`config.mk`:
```
export PLATFORM = sky130hd
export DESIGN_NAME = data_memory_write_unit
export DESIGN_NICKNAME = d
export VERILOG_FILES = /design/src/rtl/data_memory_write_unit.sv
export SDC_FILE = /design/constraint.sdc
export NUM_CORES = 1
export LEC_CHECK = 0
export CAP_MARGIN = 30
export CELL_PAD_IN_SITES_DETAIL_PLACEMENT = 1
export CELL_PAD_IN_SITES_GLOBAL_PLACEMENT = 2
export CORE_ASPECT_RATIO = 1.4
export CORE_MARGIN = 5
export CORE_UTILIZATION = 26
export DETAILED_ROUTE_END_ITERATION = 7
export GPL_TIMING_DRIVEN = 0
export HOLD_SLACK_MARGIN = 0.12
export PLACE_DENSITY = 0.93
export SKIP_LAST_GASP = 1
export SYNTH_ARGS = -nofsm -noshare
export SYNTH_HDL_FRONTEND = slang
export SYNTH_SLANG_ARGS = --single-unit
export TNS_END_PERCENT = 5
```
`constraint.sdc`:
```
create_clock -name clock -period 2.33 [get_ports clock]
set_clock_uncertainty 0.05 [all_clocks]
set_input_delay 0.233 -clock clock [delete_from_list [all_inputs] [get_ports clock]]
set_output_delay 0.233 -clock clock [all_outputs]
set_load 0.05 [all_outputs]
```
`src/rtl/data_memory_write_unit.sv`:
```
// Store path into a word-addressed, byte-enabled data memory.
// A store that crosses a word boundary is split into two writes on consecutive unstalled cycles.
module data_memory_write_unit (
    input  logic        clock,
    input  logic        reset,
    input  logic        stall,
    input  logic        valid,
    input  logic        do_store,
    input  logic [2:0]  store_type,
    input  logic [31:0] store_addr,
    input  logic [31:0] store_data,
    output logic [31:0] mem_addr,
    output logic [31:0] mem_wdata,
    output logic [3:0]  mem_byte_en,
    output logic        mem_write_en,
    output logic        busy,
    output logic        bad_store
);

    typedef enum logic {IDLE, SECOND} state_t;

    state_t      state, next_state;
    logic [31:0] sec_addr, sec_wdata;
    logic [3:0]  sec_be;
    logic        bad_store_q;

    logic        accept, legal, crossing;
    logic [1:0]  offset;
    logic [3:0]  size_mask;
    logic [7:0]  lane_mask;
    logic [63:0] lane_data;
    logic [31:0] hi_bit_mask;

    assign offset   = store_addr[1:0];
    assign accept   = (state == IDLE) && valid && do_store && !stall && !reset;
    assign crossing = |lane_mask[7:4];

    // Enables and data are shifted through a two-word window; the upper half is the second write.
    always_comb begin
        legal       = 1'b1;
        size_mask   = '0;
        hi_bit_mask = '0;
        case (store_type)
            3'b000:  size_mask = 4'b0001;
            3'b001:  size_mask = 4'b0011;
            3'b010:  size_mask = 4'b1111;
            default: legal = 1'b0;
        endcase
        lane_mask = {4'b0000, size_mask} << offset;
        lane_data = {32'h0, store_data} << {offset, 3'b000};
        for (int unsigned i = 0; i < 4; i++) begin
            hi_bit_mask[8*i +: 8] = {8{lane_mask[4+i]}};
        end
    end

    always_ff @(posedge clock) begin
        if (reset) begin
            state       <= IDLE;
            sec_addr    <= '0;
            sec_wdata   <= '0;
            sec_be      <= '0;
            bad_store_q <= 1'b0;
        end else begin
            state       <= next_state;
            bad_store_q <= accept && !legal;
            if (accept && legal && crossing) begin
                sec_addr  <= {store_addr[31:2] + 30'd1, 2'b00};
                sec_wdata <= lane_data[63:32] & hi_bit_mask;
                sec_be    <= lane_mask[7:4];
            end
        end
    end

    always_comb begin
        next_state = state;
        case (state)
            IDLE:    if (accept && legal && crossing) next_state = SECOND;
            SECOND:  if (!stall) next_state = IDLE;
            default: next_state = IDLE;
        endcase
    end

    always_comb begin
        mem_addr     = '0;
        mem_wdata    = '0;
        mem_byte_en  = '0;
        mem_write_en = 1'b0;
        busy         = 1'b0;
        if (!reset) begin
            case (state)
                IDLE: begin
                    if (accept && legal) begin
                        mem_addr     = {store_addr[31:2], 2'b00};
                        mem_wdata    = lane_data[31:0];
                        mem_byte_en  = lane_mask[3:0];
                        mem_write_en = 1'b1;
                        busy         = crossing;
                    end
                end
                SECOND: begin
                    busy = stall;
                    if (!stall) begin
                        mem_addr     = sec_addr;
                        mem_wdata    = sec_wdata;
                        mem_byte_en  = sec_be;
                        mem_write_en = 1'b1;
                    end
                end
                default: ;
            endcase
        end
    end

    assign bad_store = bad_store_q;

endmodule

```
==> results of run 1 <==
==> area by class of cell <==
cell class	count	area (sq um)	area share, %
multi-input combinational	454	3070	47.7
timing repair buffer	144	1280	20.0
sequential	59	1180	18.4
buffer	52	279	4.34
tap	203	254	3.95
clock buffer	10	239	3.71
clock inverter	6	88.8	1.38
inverter	9	35.0	0.544
antenna	1	2.50	0.0389
==> final timing paths <==
check | to | slack (ns)
hold / removal | sec_be[2] | 0.36
setup / recovery | sec_addr[28] | -0.06
setup reg to reg | sec_addr[31] | 0.24
hold reg to reg | sec_be[0] | 0.41
==> synthesized netlist by cell type, types with 2 or more instances <==
library cell / number
a211oi_1: 31
a21oi_1: 28
a22oi_1: 9
a311oi_1: 13
a31oi_1: 31
and2_1: 6
and3_1: 3
and4_1: 4
buf_1: 3
buf_4: 2
clkbuf_1: 47
clkinv_1: 2
dfxtp_1: 59
inv_1: 7
mux2_2: 9
mux2i_1: 45
nand2_1: 33
nand2b_1: 3
nand3_1: 15
nand3b_1: 2
nand4_1: 6
nor2_1: 71
nor2b_1: 17
nor3_1: 23
nor4_1: 4
o21ai_0: 24
o21bai_1: 7
o311a_1: 6
o31ai_1: 16
or3_1: 5
or3b_2: 2
or4_1: 10
xnor2_1: 12
xor2_1: 3
==> worst reg2reg max path: cells and delay by family, from the launching register on <==
kind            cells  cell delay [ns]
compound gates      2             0.41
buf+inv             2             0.57
flops               1             0.37
simple gates        2             0.59
==> power breakdown <==
group          internal [mW]  leakage [nW]  switching [mW]
logic                  0.231          1.63           0.338
registers               1.02         0.476         0.00392
clock network          0.965         0.155           0.508
==> flip-flops by register name (all words and copies together) (netlist names) <==
signal     flops
bad_store      1
sec_wdata     24
sec_addr      30
state          1
sec_be         3
==> through the flow <==
stage / worst slack, ns / instances / TNS, ns / utilization [%] / power, mW
after floorplan: -0.285 / 575 / -4.16 / - / 1.30
after detailed placement: -1.46 / 919 / -86.36 / 36.2 / 1.58
after global routing: -0.179 / 937 / -5.37 / 38.7 / 3.15
after global placement: -1.53 / 916 / -93.20 / 36.1 / 1.57
final: -0.0623 / 938 / -0.316 / 38.8 / 3.06
after CTS: -0.0975 / 934 / -1.45 / 38.3 / 3.06
==> per-layer routing <==
layer	vias to the layer above	part of all wire, %	global-route usage [%]	wire length, microns
li1	2457	-	-	-
met1	2597	41	23.7	8100
met2	190	51	34.2	10100
met3	31	5.5	3.05	1090
met4	0	2.6	9.12	520
met5	-	0	0	0
==> cell families (layout without fill, tap and decap cells) <==
| family | after synthesis | after routing |
|---|---|---|
| buffers and inverters | 63 | 221 |
| adders and majority gates | 1 | 1 |
| xor gates and xnor gates | 15 | 15 |
| AOI/OAI and AO/OA | 170 | 170 |
| and+or+nand+nor | 211 | 212 |
| DFF | 59 | 59 |
| muxes | 54 | 54 |
| other | 1 | 3 |
==> what timing repair did <==
| action | 4_1_cts | 5_1_grt |
|---|---|---|
| gates cloned | 0 | 2 |
| resized for setup | 417 | 44 |
| setup endpoints to repair | 98 | 110 |
| pin swaps | 3 | 4 |
| buffers inserted | 1 | 1 |
==> impl_results.html, run 1 <==
<table>
<tr><th>Metric</th><th>Value</th></tr>
<tr><th colspan="2">Worst setup path</th></tr>
<tr><td>Depth of the most critical reg-to-reg path</td><td>6</td></tr>
<tr><td>Startpoint types</td><td>input port</td></tr>
<tr><td>Crit path largest cell delay</td><td>0.63 ns</td></tr>
<tr><td>Critical Setup Path Class</td><td>input port to flip-flop</td></tr>
<tr><td>Max FO, Critical Path</td><td>10</td></tr>
<tr><td>Worst r2r src</td><td>state</td></tr>
<tr><td>Stages on worst setup path</td><td>6</td></tr>
<tr><td>CP max stage cell</td><td>clkdlybuf4s50_1</td></tr>
<tr><td>Dominant delay contributor by cell family on the critical path</td><td>simple AND/OR/NAND/NOR gates</td></tr>
<tr><td>Endpoint kind of the worst setup timing path</td><td>flip-flop</td></tr>
<tr><td>Data required time at the worst endpoint</td><td>2.52 ns</td></tr>
<tr><td>Worst setup path start</td><td>store_addr[6]</td></tr>
<tr><td>Cell-by-cell trace of the critical path</td><td>clkdlybuf4s50_1 -&gt; nand4_2 -&gt; or4_4 -&gt; buf_6 -&gt; or4_1 -&gt; a311oi_1</td></tr>
<tr><td>Arrival time of data at the critical path endpoint</td><td>2.58 ns</td></tr>
<tr><td>Buffers &amp; Inverters on Critical Path</td><td>2</td></tr>
<tr><th colspan="2">Synth</th></tr>
<tr><td>Post-synthesis adder-cell area fraction</td><td>0.287%</td></tr>
<tr><td>Post-synth top area cell</td><td>dfxtp_1</td></tr>
<tr><td>Top-area cell type share of the netlist area</td><td>27.1%</td></tr>
<tr><td>Most used DFF post-synth</td><td>dfxtp_1</td></tr>
<tr><td>Total standard cell area after synthesis</td><td>0.00435 sq mm</td></tr>
<tr><td>Synth Area in Simple Gates</td><td>24.8%</td></tr>
<tr><td>Synthesized flop and latch total</td><td>59</td></tr>
<tr><td>Share of synthesized area spent on multiplexers</td><td>12.7%</td></tr>
<tr><td>Share of synthesized registers carrying an async set or reset</td><td>0%</td></tr>
<tr><td>Largest family of logic cells by synthesized area</td><td>compound AO/OA/AOI/OAI gates</td></tr>
<tr><td>Ys Warns</td><td>0</td></tr>
<tr><td>Post-synthesis compound-gate area fraction</td><td>26.2%</td></tr>
<tr><td>Mean instance size in the synthesized netlist</td><td>7.58 sq um</td></tr>
<tr><td>Post-synthesis cell count</td><td>574</td></tr>
<tr><td>EDFF count, synth</td><td>0</td></tr>
<tr><td>Xor and xnor fraction of the mapped netlist area</td><td>3.02%</td></tr>
<tr><td>Share of the yosys chip area belonging to registers</td><td>27.1%</td></tr>
<tr><td>Dominant cells by area after synthesis</td><td>dfxtp_1 (27%), mux2i_1 (10%), nor2_1 (6.1%)</td></tr>
<tr><td>Distinct cell type count after synthesis</td><td>50</td></tr>
<tr><th colspan="2">Placement</th></tr>
<tr><td>Instance area at placement</td><td>0.00601 sq mm</td></tr>
<tr><td>Count of buffers from port buffering</td><td>138</td></tr>
<tr><td>Last weighted congestion value of the routability-driven placer</td><td>0.880</td></tr>
<tr><td>Detail Placement HPWL</td><td>14700 microns</td></tr>
<tr><th colspan="2">Layout</th></tr>
<tr><td>Count of nets after finishing</td><td>802</td></tr>
<tr><td>Area Growth Syn to Fin</td><td>47.8%</td></tr>
<tr><td>Count of filler cells inserted in the layout</td><td>1990</td></tr>
<tr><td>Most common cell after layout, fill and taps aside</td><td>nor2_1</td></tr>
<tr><td>Share of post-route cells with drive strength above 1</td><td>21.4%</td></tr>
<tr><td>Top library cells by usage in the layout, fill and taps aside</td><td>nor2_1 (68), clkdlybuf4s50_1 (65), dfxtp_1 (58), mux2i_1 (45), buf_4 (39)</td></tr>
<tr><td>Finished layout cell area</td><td>0.00643 sq mm</td></tr>
<tr><th colspan="2">Detailed routing</th></tr>
<tr><td>Wirelength per Cell</td><td>21.1 microns</td></tr>
<tr><td>Number of detailed-route iterations in the first pass</td><td>4</td></tr>
<tr><td>DR vias</td><td>5275</td></tr>
<tr><td>Via/cell ratio</td><td>5.62</td></tr>
<tr><td>Number of DRC violations after detailed-routing iteration 0</td><td>302</td></tr>
<tr><td>Routed wire length</td><td>19800 microns</td></tr>
<tr><td>Remaining antenna violation count</td><td>0</td></tr>
<tr><td>Detailed-route DRC error count</td><td>0</td></tr>
<tr><th colspan="2">STA</th></tr>
<tr><td>Smallest setup slack after layout</td><td>-0.0623 ns</td></tr>
<tr><td>Pins Over Slew Limit</td><td>0</td></tr>
<tr><td>Count of final setup violators</td><td>9</td></tr>
<tr><td>Hold violation count in the final report</td><td>0</td></tr>
<tr><td>Worst-case hold slack</td><td>0.362 ns</td></tr>
<tr><td>RSZ-0062 raised after global routing</td><td>true</td></tr>
<tr><td>Final worst path period share</td><td>103%</td></tr>
<tr><td>Maximum clock frequency</td><td>418 MHz</td></tr>
<tr><td>Min Clock Period, post-route</td><td>2.39 ns</td></tr>
<tr><td>Slew headroom</td><td>52.9%</td></tr>
<tr><td>Actual slew at the worst max-slew pin</td><td>0.707 ns</td></tr>
<tr><th colspan="2">Outcome</th></tr>
<tr><td>Violated checks</td><td>setup timing</td></tr>
<tr><td>Run status</td><td>complete, but fails checks</td></tr>
<tr><th colspan="2">GRT</th></tr>
<tr><td>GRT overflow</td><td>0</td></tr>
<tr><td>Global-route total usage across every layer</td><td>19.6%</td></tr>
<tr><td>Largest net degree at the start of global routing</td><td>12</td></tr>
<tr><td>Number of global-route vias before repair</td><td>5492</td></tr>
<tr><td>First-pass GRT wire length</td><td>30600 microns</td></tr>
<tr><td>Number of antenna violations at the first check in global routing</td><td>0</td></tr>
<tr><th colspan="2">CTS</th></tr>
<tr><td>H-tree depth</td><td>3</td></tr>
<tr><td>CTS Buf Count</td><td>9</td></tr>
<tr><td>Reg clk slew, reported paths</td><td>0.06 ns</td></tr>
<tr><td>Master cell of the clock root buffer</td><td>clkbuf_16</td></tr>
<tr><td>Clock sinks</td><td>59</td></tr>
<tr><td>Clock tree from TritonCTS</td><td>yes</td></tr>
<tr><td>CTS Hold Bufs</td><td>0</td></tr>
<tr><td>Max Buffers Root-to-Sink</td><td>2</td></tr>
<tr><td>Worst skew pair latency</td><td>0.33 ns</td></tr>
<tr><th colspan="2">Power</th></tr>
<tr><td>LEAKAGE</td><td>2.26 nW</td></tr>
<tr><td>Power per cell area</td><td>476 mW/mm^2</td></tr>
<tr><td>Max IR drop VDD</td><td>0.279 mV</td></tr>
<tr><th colspan="2">Min path</th></tr>
<tr><td>Hold Crit Start</td><td>store_addr[0]</td></tr>
<tr><td>Instance count along the most critical hold path</td><td>4</td></tr>
<tr><td>Classification of the worst-slack hold path</td><td>input port to flip-flop</td></tr>
<tr><th colspan="2">Run</th></tr>
<tr><td>Max-capacitance violation count</td><td>0</td></tr>
<tr><th colspan="2">Floorplan</th></tr>
<tr><td>Chip height</td><td>163 microns</td></tr>
<tr><td>Number of top-level design ports</td><td>143</td></tr>
<tr><td>DIE WIDTH</td><td>119 microns</td></tr>
<tr><td>Die Footprint</td><td>0.0195 sq mm</td></tr>
<tr><td>Std-Cell Rows</td><td>56</td></tr>
<tr><td>Core Area</td><td>0.0166 sq mm</td></tr>
<tr><td>Initial cell density of the core</td><td>26.2%</td></tr>
</table>
(Power assumes the default switching activity.)
==> run 2: changes to the inputs <==
Settings changed: CELL_PAD_IN_SITES_DETAIL_PLACEMENT 1 to unset, CELL_PAD_IN_SITES_GLOBAL_PLACEMENT 2 to unset, CORE_UTILIZATION 26 to 45, PLACE_DENSITY 0.93 to 0.9.
==> run 2 against run 1 <==
The flow still finishes with violations (setup timing). Worst setup slack improved by 0.033 ns. Via count down 0.23%. Final cell count fell by 10%. Count of clock-buffer cells in the layout grew 1. Hold slack worse by 0.034 ns. Global-route usage increased by 9.4 points. Total power decreased by 0.66%. Critical path depth rose by 2. Sequential power about the same. Non-clock buffer count down 2. Largest cell class unchanged.
==> impl_results.html, run 2 (synthesized netlist as in run 1, its figures left out) <==
<table>
<tr><th>Metric</th><th>Value</th></tr>
<tr><th colspan="2">Outcome</th></tr>
<tr><td>Run status</td><td>complete, but fails checks</td></tr>
<tr><td>Violated checks</td><td>setup timing</td></tr>
<tr><th colspan="2">STA</th></tr>
<tr><td>Count of final setup violators</td><td>7 (-2)</td></tr>
<tr><td>RSZ-0062 raised after global routing</td><td>true</td></tr>
<tr><td>Min Clock Period, post-route</td><td>2.36 ns (-0.0333 ns)</td></tr>
<tr><td>Hold violation count in the final report</td><td>0 (unchanged)</td></tr>
<tr><td>Pins Over Slew Limit</td><td>0 (unchanged)</td></tr>
<tr><td>Maximum clock frequency</td><td>424 MHz (+1.4%)</td></tr>
<tr><td>Slew headroom</td><td>34.2% (-19 points)</td></tr>
<tr><td>Final worst path period share</td><td>101% (-1.4 points)</td></tr>
<tr><td>Smallest setup slack after layout</td><td>-0.0290 ns (+0.0333 ns)</td></tr>
<tr><td>Sum Neg Setup Slack</td><td>-0.124 ns (+0.192 ns)</td></tr>
<tr><td>Actual slew at the worst max-slew pin</td><td>0.979 ns (+0.272 ns)</td></tr>
<tr><th colspan="2">GRT</th></tr>
<tr><td>First-pass GRT wire length</td><td>27400 microns (-10%)</td></tr>
<tr><td>Largest net degree at the start of global routing</td><td>11 (-1)</td></tr>
<tr><td>Met2 Usage GRT</td><td>50.0% (+16 points)</td></tr>
<tr><td>Number of global-route vias before repair</td><td>5202 (-5.3%)</td></tr>
<tr><td>Grt met1 use</td><td>33.6% (+9.9 points)</td></tr>
<tr><td>Busiest grt layer</td><td>met2</td></tr>
<tr><td>GR Util met3</td><td>6.28% (+3.2 points)</td></tr>
<tr><td>Global-route total usage across every layer</td><td>29.0% (+9.4 points)</td></tr>
<tr><td>Number of antenna violations at the first check in global routing</td><td>0 (unchanged)</td></tr>
<tr><td>GRT overflow</td><td>0 (unchanged)</td></tr>
<tr><th colspan="2">Detailed routing</th></tr>
<tr><td>Number of DRC violations after detailed-routing iteration 0</td><td>374 (+24%)</td></tr>
<tr><td>Remaining antenna violation count</td><td>0 (unchanged)</td></tr>
<tr><td>Via/cell ratio</td><td>6.26 (+11%)</td></tr>
<tr><td>Detailed-route DRC error count</td><td>0 (unchanged)</td></tr>
<tr><td>DR vias</td><td>5263 (-0.23%)</td></tr>
<tr><td>Routed wire length</td><td>17600 microns (-11%)</td></tr>
<tr><td>Number of detailed-route iterations in the first pass</td><td>6 (+2)</td></tr>
<tr><td>Wirelength per Cell</td><td>20.9 microns (-0.66%)</td></tr>
<tr><th colspan="2">Placement</th></tr>
<tr><td>Placed instance count</td><td>824 (-10%)</td></tr>
<tr><td>Last weighted congestion value of the routability-driven placer</td><td>0.973 (+11%)</td></tr>
<tr><td>Instance area at placement</td><td>0.00589 sq mm (-2.0%)</td></tr>
<tr><td>Detail Placement HPWL</td><td>13200 microns (-10%)</td></tr>
<tr><td>Count of buffers from port buffering</td><td>138 (unchanged)</td></tr>
<tr><th colspan="2">Floorplan</th></tr>
<tr><td>DIE WIDTH</td><td>93.1 microns (-22%)</td></tr>
<tr><td>Number of top-level design ports</td><td>143 (unchanged)</td></tr>
<tr><td>Die Footprint</td><td>0.0118 sq mm (-40%)</td></tr>
<tr><td>Std-Cell Rows</td><td>42 (-25%)</td></tr>
<tr><td>Initial cell density of the core</td><td>46.0% (+20 points)</td></tr>
<tr><td>Chip height</td><td>126 microns (-23%)</td></tr>
<tr><td>Core Area</td><td>0.00946 sq mm (-43%)</td></tr>
<tr><th colspan="2">Layout</th></tr>
<tr><td>Flip-flop count of the largest register after layout</td><td>30 (unchanged)</td></tr>
<tr><td>Count of nets after finishing</td><td>799 (-0.37%)</td></tr>
<tr><td>Area Growth Syn to Fin</td><td>44.2%</td></tr>
<tr><td>Cell Count, Final, Fillers Out</td><td>841 (-10%)</td></tr>
<tr><td>Top library cells by usage in the layout, fill and taps aside</td><td>clkdlybuf4s50_1 (65), nor2_1 (63), dfxtp_1 (58), mux2i_1 (45), nand2_1 (33)</td></tr>
<tr><td>Share of post-route cells with drive strength above 1</td><td>20.7% (-0.73 points)</td></tr>
<tr><td>Finished layout cell area</td><td>0.00627 sq mm (-2.5%)</td></tr>
<tr><td>Largest registers</td><td>sec_addr (30), sec_wdata (24), sec_be (3)</td></tr>
<tr><td>Most common cell after layout, fill and taps aside</td><td>clkdlybuf4s50_1</td></tr>
<tr><td>Count of antenna diodes in the layout</td><td>0 (-1)</td></tr>
<tr><td>Register containing the most flip-flops in the final layout</td><td>sec_addr</td></tr>
<tr><th colspan="2">Worst setup path</th></tr>
<tr><td>Critical Setup Path Class</td><td>input port to output pin</td></tr>
<tr><td>Arrival time of data at the critical path endpoint</td><td>2.08 ns (-0.50 ns)</td></tr>
<tr><td>Crit path largest cell delay</td><td>0.59 ns (-0.04 ns)</td></tr>
<tr><td>Dominant delay contributor by cell family on the critical path</td><td>buffers and inverters</td></tr>
<tr><td>CP max stage cell</td><td>clkdlybuf4s50_1</td></tr>
<tr><td>Cell-by-cell trace of the critical path</td><td>clkdlybuf4s50_1 -&gt; clkbuf_8 -&gt; clkinv_2 -&gt; nor2_4 -&gt; buf_4 -&gt; a211oi_1 -&gt; nor3_2 -&gt; clkbuf_4</td></tr>
<tr><td>Buffers &amp; Inverters on Critical Path</td><td>5 (+3)</td></tr>
<tr><td>Startpoint types</td><td>input port</td></tr>
<tr><td>Max FO, Critical Path</td><td>10 (unchanged)</td></tr>
<tr><td>Setup slack of the most critical reg-to-reg path</td><td>0.15 ns (-0.09 ns)</td></tr>
<tr><td>Endpoint kind of the worst setup timing path</td><td>output pin</td></tr>
<tr><td>Data required time at the worst endpoint</td><td>2.05 ns (-0.47 ns)</td></tr>
<tr><th colspan="2">CTS</th></tr>
<tr><td>Reg clk slew, reported paths</td><td>0.05 ns (about the same)</td></tr>
<tr><td>CTS Buf Count</td><td>9 (unchanged)</td></tr>
<tr><td>H-tree depth</td><td>3 (unchanged)</td></tr>
<tr><td>Worst skew pair latency</td><td>0.33 ns (about the same)</td></tr>
<tr><td>Clock sinks</td><td>59 (unchanged)</td></tr>
<tr><td>Master cell of the clock root buffer</td><td>clkbuf_16</td></tr>
<tr><td>CTS Hold Bufs</td><td>0 (unchanged)</td></tr>
<tr><td>Clock tree from TritonCTS</td><td>yes</td></tr>
<tr><td>Max Buffers Root-to-Sink</td><td>2 (unchanged)</td></tr>
<tr><th colspan="2">Power</th></tr>
<tr><td>LEAKAGE</td><td>2.21 nW (-2.2%)</td></tr>
<tr><td>Power per cell area</td><td>484 mW/mm^2 (+1.9%)</td></tr>
<tr><td>Max IR drop VDD</td><td>0.457 mV (+64%)</td></tr>
<tr><th colspan="2">Run</th></tr>
<tr><td>Max-capacitance violation count</td><td>0 (unchanged)</td></tr>
<tr><th colspan="2">Min path</th></tr>
<tr><td>Classification of the worst-slack hold path</td><td>input port to flip-flop</td></tr>
</table>
## run 2: final timing paths
check,start,end,cells past startpoint
setup / recovery,store_addr[1],mem_wdata[16],8
hold / removal,store_addr[0],sec_be[2],4
setup reg to reg,state,sec_wdata[12],4
hold reg to reg,sec_be[0],sec_be[0],2
## run 2: cell type report
cell class / count / area (sq um)
clock buffer: 11 / 253
tap: 110 / 138
multi-input combinational: 453 / 3030
clock inverter: 5 / 75.1
fill: 767 / 3180
sequential: 59 / 1180
inverter: 9 / 35.0
buffer: 51 / 255
timing repair buffer: 143 / 1310
## run 2: layer usage
metal  up-vias  routed length, microns
li1       2445                       -
met1      2423                    6640
met2       332                    8600
met3        63                    1630
met4         0                     741
met5         -                       0
## run 2: what timing repair did
item                                    in CTS  in global routing
pin swaps                                    2                  2
buffers inserted                             3                  1
endpoints found under the setup margin      99                108
resized for setup                          350                109
## run 2: metrics by stage
stage	util, %	hold slack, ns	total power, mW	setup WS, ns
finish	66.3	0.327	3.04	-0.0290
global route	66.3	0.355	3.12	-0.113
CTS	65.5	0.298	3.02	-0.0970
detailed placement	62.3	0.403	1.56	-1.62
global placement	62.2	0.405	1.55	-1.61
floorplan	-	0.280	1.30	-0.285
## run 2: power breakdown
group / switching (mW) / leakage, nW / internal [mW]
clock: 0.480 / 0.165 / 0.988
combinational: 0.324 / 1.57 / 0.228
sequential: 0.00351 / 0.476 / 1.02
total: 0.808 / 2.21 / 2.23
## run 2: tightest hold or removal path: cells and delay by family
kind,cells,cell delay (ns)
compound gates,1,0.05
simple gates,1,0.11
buf+inv,2,0.27
